### src/rtl/stack_controller.sv
// rtl/stack_controller.sv - micro-sequencer for a stack-machine datapath with occupancy tracking
// Outputs are decoded from state, step and opcode; only state, step, sp_count and fault code are stored.
module stack_controller #(
  parameter int DEPTH = 16,
  parameter int SPW   = $clog2(DEPTH + 1)
) (
  input  logic           clk,
  input  logic           rst,
  input  logic [3:0]     inst,
  input  logic           mem_ready,
  input  logic           resume,
  output logic           ld_IR,
  output logic           PCorIR,
  output logic           push,
  output logic           pop,
  output logic           MEMorALU,
  output logic           ldA,
  output logic           ldB,
  output logic           PCup,
  output logic           PCwrite,
  output logic           J,
  output logic           JZ,
  output logic           write_enable,
  output logic [1:0]     ALUop,
  output logic [SPW-1:0] sp_count,
  output logic           busy,
  output logic           halted,
  output logic           fault,
  output logic [1:0]     fault_code
);

  typedef enum logic [2:0] {
    S_FETCH, S_DECODE, S_EXEC, S_INCPC, S_HALT, S_FAULT
  } state_t;

  localparam logic [3:0] OP_ADD  = 4'b0000;
  localparam logic [3:0] OP_SUB  = 4'b0001;
  localparam logic [3:0] OP_AND  = 4'b0010;
  localparam logic [3:0] OP_NOT  = 4'b0011;
  localparam logic [3:0] OP_PUSH = 4'b0100;
  localparam logic [3:0] OP_POP  = 4'b0101;
  localparam logic [3:0] OP_JUMP = 4'b0110;
  localparam logic [3:0] OP_JZ   = 4'b0111;
  localparam logic [3:0] OP_HALT = 4'b1000;

  localparam logic [SPW-1:0] SP_ONE  = SPW'(1);
  localparam logic [SPW-1:0] SP_TWO  = SPW'(2);
  localparam logic [SPW-1:0] SP_FULL = SPW'(DEPTH);

  state_t         state, state_nxt;
  logic [2:0]     step, step_nxt, last_step;
  logic [1:0]     code_q, code_nxt;
  logic [SPW-1:0] sp_q, sp_nxt;

  always_ff @(posedge clk or negedge rst) begin
    if (!rst) begin
      state  <= S_FETCH;
      step   <= 3'd0;
      code_q <= 2'b00;
      sp_q   <= '0;
    end else begin
      state  <= state_nxt;
      step   <= step_nxt;
      code_q <= code_nxt;
      sp_q   <= sp_nxt;
    end
  end

  always_comb begin
    state_nxt = state;
    step_nxt  = step;
    code_nxt  = code_q;
    sp_nxt    = sp_q;
    case (inst)
      OP_ADD, OP_SUB, OP_AND: last_step = 3'd4;
      OP_NOT:                 last_step = 3'd2;
      OP_PUSH, OP_POP:        last_step = 3'd1;
      default:                last_step = 3'd0;
    endcase
    case (state)
      S_FETCH: begin
        state_nxt = S_DECODE;
        step_nxt  = 3'd0;
      end
      S_DECODE: begin
        step_nxt  = 3'd0;
        state_nxt = S_EXEC;
        case (inst)
          OP_ADD, OP_SUB, OP_AND:
            if (sp_q < SP_TWO) begin state_nxt = S_FAULT; code_nxt = 2'b01; end
          OP_NOT, OP_POP:
            if (sp_q < SP_ONE) begin state_nxt = S_FAULT; code_nxt = 2'b01; end
          OP_PUSH:
            if (sp_q >= SP_FULL) begin state_nxt = S_FAULT; code_nxt = 2'b10; end
          OP_JUMP, OP_JZ: ;
          OP_HALT: state_nxt = S_HALT;
          default: begin state_nxt = S_FAULT; code_nxt = 2'b11; end
        endcase
      end
      S_EXEC: begin
        // Memory steps stall in place until the stack memory takes the access
        if (!(push || pop) || mem_ready) begin
          if (push) sp_nxt = sp_q + SP_ONE;
          if (pop)  sp_nxt = sp_q - SP_ONE;
          if (step == last_step) begin
            step_nxt  = 3'd0;
            state_nxt = (inst == OP_JUMP || inst == OP_JZ) ? S_FETCH : S_INCPC;
          end else begin
            step_nxt = step + 3'd1;
          end
        end
      end
      S_INCPC: begin
        if (step == 3'd0) begin
          step_nxt = 3'd1;
        end else begin
          step_nxt  = 3'd0;
          state_nxt = S_FETCH;
        end
      end
      S_HALT: begin
        if (resume) begin
          state_nxt = S_INCPC;
          step_nxt  = 3'd0;
        end
      end
      S_FAULT: ;
      default: begin
        state_nxt = S_FETCH;
        step_nxt  = 3'd0;
      end
    endcase
  end

  always_comb begin
    ld_IR = 1'b0; PCorIR = 1'b0; push = 1'b0; pop = 1'b0; MEMorALU = 1'b0;
    ldA = 1'b0; ldB = 1'b0; PCup = 1'b0; PCwrite = 1'b0; J = 1'b0; JZ = 1'b0;
    write_enable = 1'b0; ALUop = 2'b00; halted = 1'b0; fault = 1'b0; fault_code = 2'b00;
    busy = (state != S_HALT) && (state != S_FAULT);
    sp_count = sp_q;
    // Reset gates every strobe combinationally so it takes effect without a clock
    if (rst) begin
      case (state)
        S_FETCH: ld_IR = 1'b1;
        S_EXEC: begin
          case (inst)
            OP_ADD, OP_SUB, OP_AND: begin
              case (step)
                3'd0: ldA = 1'b1;
                3'd1: pop = 1'b1;
                3'd2: ldB = 1'b1;
                3'd3: begin pop = 1'b1; ALUop = inst[1:0]; end
                3'd4: begin push = 1'b1; MEMorALU = 1'b1; ALUop = inst[1:0]; end
                default: ;
              endcase
            end
            OP_NOT: begin
              case (step)
                3'd0: ldA = 1'b1;
                3'd1: begin pop = 1'b1; ALUop = 2'b11; end
                3'd2: begin push = 1'b1; MEMorALU = 1'b1; ALUop = 2'b11; end
                default: ;
              endcase
            end
            OP_PUSH: begin
              if (step == 3'd0) PCorIR = 1'b1;
              else              push = 1'b1;
            end
            OP_POP: begin
              if (step == 3'd0) ldA = 1'b1;
              else begin pop = 1'b1; write_enable = 1'b1; end
            end
            OP_JUMP: begin J = 1'b1; PCwrite = 1'b1; end
            OP_JZ:   begin JZ = 1'b1; PCwrite = 1'b1; end
            default: ;
          endcase
        end
        S_INCPC: begin
          if (step == 3'd0) PCup = 1'b1;
          else              PCwrite = 1'b1;
        end
        S_HALT: halted = 1'b1;
        S_FAULT: begin
          fault      = 1'b1;
          fault_code = code_q;
        end
        default: ;
      endcase
    end
  end

endmodule
### config.mk
export PLATFORM = sky130hd
export DESIGN_NAME = stack_controller
export DESIGN_NICKNAME = d
export VERILOG_FILES = /design/src/rtl/stack_controller.sv
export SDC_FILE = /design/constraint.sdc
export NUM_CORES = 1
export LEC_CHECK = 0
export CAP_MARGIN = 40
export CORE_MARGIN = 4
export CORE_UTILIZATION = 44
export CTS_CLUSTER_DIAMETER = 120
export DETAILED_ROUTE_END_ITERATION = 6
export PLACE_DENSITY = 0.76
export SYNTH_ARGS = -nofsm -noshare
export SYNTH_HDL_FRONTEND = slang
export SYNTH_SLANG_ARGS = --single-unit
### constraint.sdc
create_clock -name clk -period 2 [get_ports clk]
set_input_delay 0.2 -clock clk [delete_from_list [all_inputs] [get_ports clk]]
set_output_delay 0.2 -clock clk [all_outputs]
set_load 0.01 [all_outputs]
---- Word level (Yosys, flattened, before mapping) ----
Index checks and enable logic that the tools add are counted.
W data, S select, Z words.
word-level totals
  logic and storage cells ................. 134
  input port bits ......................... 8
  register bits ........................... 13
  output and inout port bits .............. 24
cells by class
  bitwise operators ....................... 2
  reduce and logical (&&, ||, !) cells .... 22
  add/sub/neg operators ................... 3
  eq/ne operators ......................... 27
  order comparisons ....................... 3
  multiplexer cells ....................... 73
operators with widths
  kind                   number
  $mux W1                41
  $mux W3                10
  $mux W2                10
  $pmux W3 S6            1
  $eq A4 B3 Y1 const B   4
  $pmux W3 S5            1
  $ne A2 B2 Y1 const B   7
  $eq A3 B2 Y1 const B   4
  $pmux W3 S4            1
  $reduce_or A2 Y1       6
  $mux W5                2
  $reduce_and A5 Y1      2
  $eq A3 B3 Y1 const B   3
  $pmux W3 S3            1
  $eq A4 B2 Y1 const B   2
  $pmux W2 S4            1
  $eq A3 B1 Y1 const B   2
  $logic_not A3 Y1       2
  $ne A3 B3 Y1 const B   2
  $pmux W1 S3            2
  $reduce_and A3 Y1      2
  $reduce_or A3 Y1       2
  $add A5 B1 Y5 const B  1
  $ge A5 B5 Y1 const B   1
  other kinds (16)       20

---- Logic depth before layout (Yosys ltp) ----
Gate-level depths: netlist of run 1.
  depth after elaboration ................. 11
  gate-level depth with buffers ........... 8
  depth with buffers taken out ............ 8

---- Worst setup path before layout of run 1 ----
Ideal clock, no wire load.
  path kind ............................... reg-to-reg
  from .................................... register step[1]
  to ...................................... register state[0]
  arrival ................................. 2.062 ns
  stages on the path, launching flop included .. 9
  clock period less this slack ............ 2.187 ns
  setup slack ............................. -0.187 ns
  data required time ...................... 1.875 ns
  library setup time ...................... 0.125 ns
  buffers on the path ..................... 0
  path through ............................ dfrtp_1 -> inv_1 -> ha_1 -> and3_1 -> o21ai_1 -> nand2_1 -> a221o_1 -> or2_1 -> mux2_4
between the ends
  word-level cells in the longest chain between the ends .. 11
  elaborated cells on any way between the ends .. 25
  those cells by class .................... eq/ne (8); mux (11); reduce/logical (6)
RTL lines
  item                                          line      source
  from (decl)                                   51        logic [2:0] step, step_nxt, last_step;
  from (signal assigned)                        63        step <= step_nxt;
  $eq A3 B1 Y1 or $eq A3 B2 Y1 (tied branches)  148, 158
  $reduce_or A2 Y1 (no line)                    n/a
  $mux W1                                       148       case (step)
  $pmux W1 S3                                   146       case (inst)
  $mux W1                                       143       case (state)
  $mux W1                                       142       if (rst) begin
  $logic_or A1 B1 Y1                            102       if (!(push || pop) || mem_ready) begin
  $logic_not A1 Y1                              102
  $logic_or A1 B1 Y1                            102
  $ne A2 B2 Y1 (no line)                        n/a
  $reduce_and A5 Y1 (no line) (*)               n/a
  to (signal assigned)                          62        state <= state_nxt;
  to (decl)                                     50        state_t state, state_nxt;
Mark *: on every way between the ends. The rest lies on a longest branch, timed or not.
A chain may end at the register's enable or synchronous reset.

---- Worst setup path in the final report of run 1 ----
  from .................................... register step[0]
  to ...................................... register state[0]
Same word-level chain as after synthesis.

==> results of run 1 <==
## final cells by class
| class | instances | area share, % |
|---|---|---|
| flip-flops and latches | 13 | 15.99 |
| multi-input cells | 130 | 49.97 |
| clock buffers | 3 | 1.098 |
| inverters | 9 | 1.647 |
| repair buffers | 70 | 29.16 |
| clock inverters | 1 | 0.2441 |
| well taps | 31 | 1.891 |
## per-layer routing
layer,part of all wire (%),track usage [%]
met1,42,28.16
met4,0.74,5.152
met3,5.0,4.339
met5,0,0
met2,52,39.61
## sequential cells by signal (all words and copies together) (netlist names)
name and count:
sp_count 5, step 3, state 3, code_q 2
## worst paths after layout
check	startpoint	to	slack [ns]	cells after the start
setup reg to reg	step[0]	state[0]	-0.12	8
min in group clk	code_q[1]	code_q[1]	0.49	1
setup / recovery	step[0]	state[0]	-0.12	8
max in group asynchronous	rst	step[2]	1.56	2
hold reg to reg	code_q[1]	code_q[1]	0.49	1
hold / removal	rst	state[2]	0.29	2
## cells by family (layout without fill, tap and decap cells)
logic type | after synthesis | after routing | synth area share (%)
AOI/OAI and AO/OA | 35 | 35 | 19.30
xor gates and xnor gates | 7 | 7 | 4.799
adders and majority gates | 6 | 6 | 5.876
buffers and inverters | 14 | 83 | 5.680
DFF | 13 | 13 | 25.47
muxes | 4 | 4 | 3.721
and+or+nand+nor | 78 | 78 | 35.16
## power by group
| part | internal, mW | switching (mW) |
|---|---|---|
| clock | 0.0742 | 0.0944 |
| sequential | 0.325 | 0.0612 |
| combinational | 0.521 | 0.479 |
| total | 0.921 | 0.635 |
## per-stage QoR
stage	utilization, %	setup WS, ns	power [mW]	setup TNS, ns	area (sq um)
4_1_cts	70.96	-0.1262	1.479	-0.2088	1957
5_1_grt	74.36	-0.1951	1.661	-1.308	2051
2_1_floorplan	-	-0.1256	0.8879	-0.1885	1299
6_report	74.36	-0.1239	1.556	-0.4108	2051
3_5_place_dp	67.33	-0.3224	1.218	-4.288	1857
3_3_place_gp	67.33	-0.2619	1.185	-3.032	1857
## repair_timing
item	4_1_cts	5_1_grt
gates resized for setup	45	25
hold buffers	0	0
pin swaps	5	16
endpoints found under the setup margin	21	20
buffers inserted	4	2
hold endpoints to repair	0	0
## synth_stat cells (2+ instances only)
cell | number | area [sq um]
sky130_fd_sc_hd__nor2b_1 | 3 | 18.77
sky130_fd_sc_hd__and3_1 | 5 | 31.28
sky130_fd_sc_hd__a21oi_1 | 10 | 50.05
sky130_fd_sc_hd__or3_1 | 2 | 12.51
sky130_fd_sc_hd__o22ai_1 | 2 | 12.51
sky130_fd_sc_hd__xor2_1 | 5 | 43.79
sky130_fd_sc_hd__xnor2_1 | 2 | 17.52
sky130_fd_sc_hd__nand4_1 | 3 | 18.77
sky130_fd_sc_hd__and2_1 | 6 | 37.54
sky130_fd_sc_hd__or2_1 | 2 | 12.51
sky130_fd_sc_hd__ha_1 | 6 | 75.07
sky130_fd_sc_hd__o21ai_1 | 3 | 15.01
sky130_fd_sc_hd__o21ai_0 | 6 | 30.03
sky130_fd_sc_hd__nor3_1 | 5 | 25.02
sky130_fd_sc_hd__buf_4 | 3 | 22.52
sky130_fd_sc_hd__nor2_1 | 15 | 56.30
sky130_fd_sc_hd__mux2_1 | 2 | 22.52
sky130_fd_sc_hd__nand3_1 | 5 | 25.02
sky130_fd_sc_hd__inv_1 | 9 | 33.78
sky130_fd_sc_hd__dfrtp_1 | 13 | 325.3
sky130_fd_sc_hd__nand4b_1 | 2 | 17.52
sky130_fd_sc_hd__nand2_1 | 16 | 60.06
sky130_fd_sc_hd__nand2b_1 | 2 | 12.51
==> impl_results.md, run 1 <==
- Pin count of the biggest net entering global routing: 17
- Number of distinct library cells after synthesis: 53
- Areal power density over the cells: about 760 nW/um^2
- CTS Buf Count: 3
- FF/Latch Area: roughly 330 sq um
- Remaining number of nets flagged by the antenna check after routing: 0
- Crit-path most repeated cell: sky130_fd_sc_hd__or2_1
- Inst Count DP: between 200 and 250
- Worst slew slack as a fraction of its limit: roughly 77%
- CTS tree: built
- Fin cells: between 200 and 300
- Classification of the worst setup path: flip-flop to flip-flop
- Most used flip-flop cell after synthesis: sky130_fd_sc_hd__dfrtp_1
- Synth-to-Final Area Change: 60.53%
- Initial DRT Pass Iterations: 5
- Part of the Yosys area used for sequential elements: about 25%
- Gp weighted congestion: 0.9310
- Detailed placement HPWL: ~3000 microns
- Mapped cell area: ~1300 sq um
- 1st-iter DRT viols: 73
- DRT Wirelength: 4171 microns
- Worst clock skew: 0.003580 ns
- Transition time of the tightest slew-check pin: 0.3395 ns
- Root buf cell: sky130_fd_sc_hd__clkbuf_4
- Number of antenna diodes: 0
- Ys async rst share: 100.0%
- Nets in the synthesized netlist: 171
- Multi-input gate area: 1025 sq um
- Buffers & Inverters on Critical Path: 1
- Number of warning messages in the yosys log: 0
- Total congestion overflow after global routing: 0
- Worst Setup End Kind: flip-flop
- Fill count: 201
- Layout net count: between 200 and 250
- Worst-case clock buffer depth: 2
- Share of final-layout standard cells stronger than drive strength 1: 38.50%
- EDFF count, synth: 0
- Overall die area: 3829 sq um
- Drt via density: roughly 5.7
- Synthesized netlist cell count: 157
- Largest stage delay on the critical path: around 0.44 ns
- Fmax: 0.4708 GHz
- H-tree lvl count: 1
- Effective utilization at floorplan: a little under half
- Commonest cells after routing, fill and taps aside: 33 x sky130_fd_sc_hd__buf_4, 14 x sky130_fd_sc_hd__nor2_1, 14 x sky130_fd_sc_hd__nand2_1, 13 x sky130_fd_sc_hd__clkdlybuf4s50_1, 12 x sky130_fd_sc_hd__dlygate4sd2_1
- Number of synthesized register bits: 13
- Leak pwr: 0.9369 nW
- Cell with the largest stage delay on the worst path: sky130_fd_sc_hd__dfrtp_1
- DIE HEIGHT: roughly 62 microns
- Post-layout min period: around 2.1 ns
- Global-route wire length before repair: 6417 microns
- Via total after detailed routing: 1476
- Max VDD drop: ~0.00074 V
- Width of the die: around 62 microns
- Setup repair after global routing missed its margin: yes
- Number of antenna violations at the first check in global routing: 0
- Peak fanout along the critical path: 5
- Kind of cell adding the most delay to the critical path: simple AND/OR/NAND/NOR gates
- FP Rows: 19
- Port Buf Inserts: 31
- Data required time at the worst endpoint: roughly 2.2 ns
- Core outline area: ~2800 sq um
- Final number of max-transition violations: 0
- Average size of a mapped cell: 8.137 sq um
- Data arrival time of the critical path: 2.30 ns
- Routed len/inst: between 15 and 20 microns
- Clock edge transition at the registers on the reported setup and hold paths: around 0.090 ns
- DRC violations left: 0
- Via count of the first global-routing pass: around 1400
- Global-route usage over all layers: between 20% and 30%
- Kind of start point of the critical path: flip-flop
- MaxCap Viol Count: 0
- Clock insertion delay at the later pin of the skew report: between 0.2 and 0.3 ns
- Most common cell after layout, fill and taps aside: sky130_fd_sc_hd__buf_4
- Outcome: finished, violations left
- Count of final hold-check violations: 0
- Violated checks: negative setup slack
- Cell-by-cell trace of the critical path: inv_2 -> ha_4 -> or2_1 -> nand4_2 -> o22ai_4 -> a221o_1 -> or2_1 -> mux2_4
- Fin Hold WS: approximately 0.29 ns
- Clock sinks: 13
- Setup Viol. Count Final: 7
- I/O pin count: 32
- Worst min-delay path class: input pin to async pin
- Min setup slack post-route: -0.1239 ns
- Portion of the clock cycle consumed by the worst path in the final layout: 106.2%
Note: power is estimated with default switching activity, not from simulation.
==> inputs of run 2 (changes only) <==
Settings changed: CAP_MARGIN 40 to 10, CORE_MARGIN 4 to default.
==> run 2 against run 1 <==
Compared with the run above:
- the run still ends with negative setup slack left
- hold slack improved by 0.21 ns
- clock skew barely moved
- non-clock buffer count rose by 7
- sequential cell count did not move
- die area fell by 18%
- cell count rose by 2.7%
- total power rose by 0.19%
- routed wire length rose by 2.4%
- global-route usage rose by 3.1 points
- combinational power barely moved
==> impl_results.md, run 2 (synthesis results as in run 1) <==
- Post-layout min period: 2.115 ns (-0.009366 ns)
- Remaining number of nets flagged by the antenna check after routing: 0 (unchanged)
- Finished layout cell area: 2082 sq um (+1.5%)
- Global-route wire length before repair: 6361 microns (-0.87%)
- Setup repair after global routing missed its margin: yes
- Number of antenna diodes: 0 (unchanged)
- Kind of start point of the critical path: flip-flop
- Drt via density: 5.727 (-0.28%)
- Routed len/inst: 16.18 microns (-0.32%)
- CTS Buf Count: 3 (unchanged)
- Cell area after placement: 1864 sq um (+0.40%)
- MaxCap Viol Count: 0 (unchanged)
- Clock sinks: 13 (unchanged)
- Global-route usage over all layers: 25.49% (+3.1 points)
- Areal power density over the cells: 748.6 nW/um^2 (-1.3%)
- Worst slew slack as a fraction of its limit: 76.41% (-0.87 points)
- Worst-case clock buffer depth: 2 (unchanged)
- Layout net count: 248 (+2.9%)
- I/O pin count: 32 (unchanged)
- Synth-to-Final Area Change: 62.98%
- Core outline area: 2758 sq um (unchanged)
- Pin count of the biggest net entering global routing: 14 (-3)
- Via total after detailed routing: 1512 (+2.4%)
- Initial DRT Pass Iterations: 5 (unchanged)
- Share of final-layout standard cells stronger than drive strength 1: 36.48% (-2.0 points)
- FP Rows: 19 (unchanged)
- DRC violations left: 0 (unchanged)
- CTS tree: built
- Gp weighted congestion: 0.8661 (-7.0%)
- Violated checks: negative setup slack
- Worst Setup End Kind: flip-flop
- Worst clock skew: 0.003116 ns (-0.0004632 ns)
- DRT Wirelength: 4271 microns (+2.4%)
- Root buf cell: sky130_fd_sc_hd__clkbuf_4
- Min setup slack post-route: -0.1145 ns (+0.009366 ns)
- Number of antenna violations at the first check in global routing: 0 (unchanged)
- 1st-iter DRT viols: 55 (-25%)
- Clock edge transition at the registers on the reported setup and hold paths: 0.08 ns (about the same)
- Clock insertion delay at the later pin of the skew report: 0.27 ns (about the same)
- Total congestion overflow after global routing: 0 (unchanged)
- Portion of the clock cycle consumed by the worst path in the final layout: 105.7% (-0.47 points)
- Via count of the first global-routing pass: 1436 (-0.62%)
- Setup Viol. Count Final: 5 (-2)
- Overall die area: 3123 sq um (-18%)
- Fill count: 179 (-11%)
- Overall power after layout: 1.559 mW (+0.19%)
- Data arrival time of the critical path: 2.28 ns (-0.02 ns)
- DIE HEIGHT: 55.88 microns (-9.7%)
- Cell-by-cell trace of the critical path: buf_4 -> ha_4 -> and3_4 -> o21ai_4 -> nand2_1 -> a221o_1 -> or2_1 -> mux2_4
- Port Buf Inserts: 31 (unchanged)
- Commonest cells after routing, fill and taps aside: 42 x sky130_fd_sc_hd__buf_4, 16 x sky130_fd_sc_hd__nand2_1, 14 x sky130_fd_sc_hd__nor2_1, 13 x sky130_fd_sc_hd__dfrtp_1
- Data required time at the worst endpoint: 2.17 ns (about the same)
- Max VDD drop: 0.0008462 V (+15%)
- Peak fanout along the critical path: 3 (-2)
- Largest stage delay on the critical path: 0.42 ns (-0.02 ns)
- Transition time of the tightest slew-check pin: 0.3489 ns (+0.009401 ns)
- Effective utilization at floorplan: 46.32% (unchanged)
- Leak pwr: 0.9691 nW (+3.4%)
- Width of the die: 55.88 microns (-9.7%)
- Count of final hold-check violations: 0 (unchanged)
- Classification of the worst setup path: flip-flop to flip-flop
- Cell with the largest stage delay on the worst path: sky130_fd_sc_hd__dfrtp_1
- Most common cell after layout, fill and taps aside: sky130_fd_sc_hd__buf_4
- H-tree lvl count: 1 (unchanged)
- Outcome: finished, violations left
- Fmax: 0.4729 GHz (+0.44%)
- Final number of max-transition violations: 0 (unchanged)
- Detailed placement HPWL: 2909 microns (-1.7%)
- Worst min-delay path class: input pin to async pin
- Largest register FFs: 5 (unchanged)
[run 2: path summary, 6_finish.rpt]
path                       startpoint  cells after the start  slack [ns]   endpoint
max                           step[0]                      8       -0.11   state[0]
min                               rst                      4        0.50   state[0]
max reg2reg                   step[0]                      8       -0.11   state[0]
min reg2reg                 code_q[0]                      1        0.51  code_q[0]
max in group asynchronous         rst                      4        1.33    step[2]
min in group clk            code_q[0]                      1        0.51  code_q[0]
[run 2: repair_timing]
action / 4_1_cts / 5_1_grt
setup buffers: 9 / 3
pin swaps: 7 / 9
setup endpoints to repair: 21 / 22
hold buffers: 0 / 0
gates resized for setup: 46 / 20
[run 2: cell type report]
cell class / count / area, sq um / area share [%]
clock buffer: 4 / 26.28 / 1.262
sequential: 13 / 325.3 / 15.62
multi-input combinational: 130 / 1012 / 48.62
inverter: 9 / 37.54 / 1.803
timing repair buffer: 77 / 641.9 / 30.83
tap: 31 / 38.79 / 1.863
[run 2: where the power goes]
group | internal [mW] | switching, mW | leakage [nW]
clock | 0.0773 | 0.0864 | 0.0150
combinational | 0.517 | 0.497 | 0.792
sequential | 0.324 | 0.0570 | 0.162
total | 0.918 | 0.641 | 0.969
[run 2: per-stage QoR]
step	utilization [%]	instances	hold WS, ns	TNS [ns]	setup slack [ns]
floorplan	-	157	-0.09559	-0.1885	-0.1256
global placement	67.60	248	0.4703	-3.311	-0.2670
detailed placement	67.60	248	0.4919	-5.060	-0.3749
CTS	73.09	261	0.5018	-0.2982	-0.08951
global route	75.50	264	0.5237	-1.011	-0.1511
finish	75.50	264	0.5007	-0.3166	-0.1145
[run 2: routing by layer]
layer  vias up  share of wire, %  track usage, %
li1        707                 -               -
met1       733                42           31.67
met2        60                50           44.58
met3        12               5.2           3.256
met4         0               2.5           10.45
met5         -                 0               0
[run 2: worst max-delay path: cells and delay by family (launching register included)]
family | cells | cell delay, ns
AOI/OAI and AO/OA | 2 | 0.45
buffers and inverters | 1 | 0.16
muxes | 1 | 0.30
and+or+nand+nor | 3 | 0.53
DFF | 1 | 0.42
adders and majority gates | 1 | 0.15
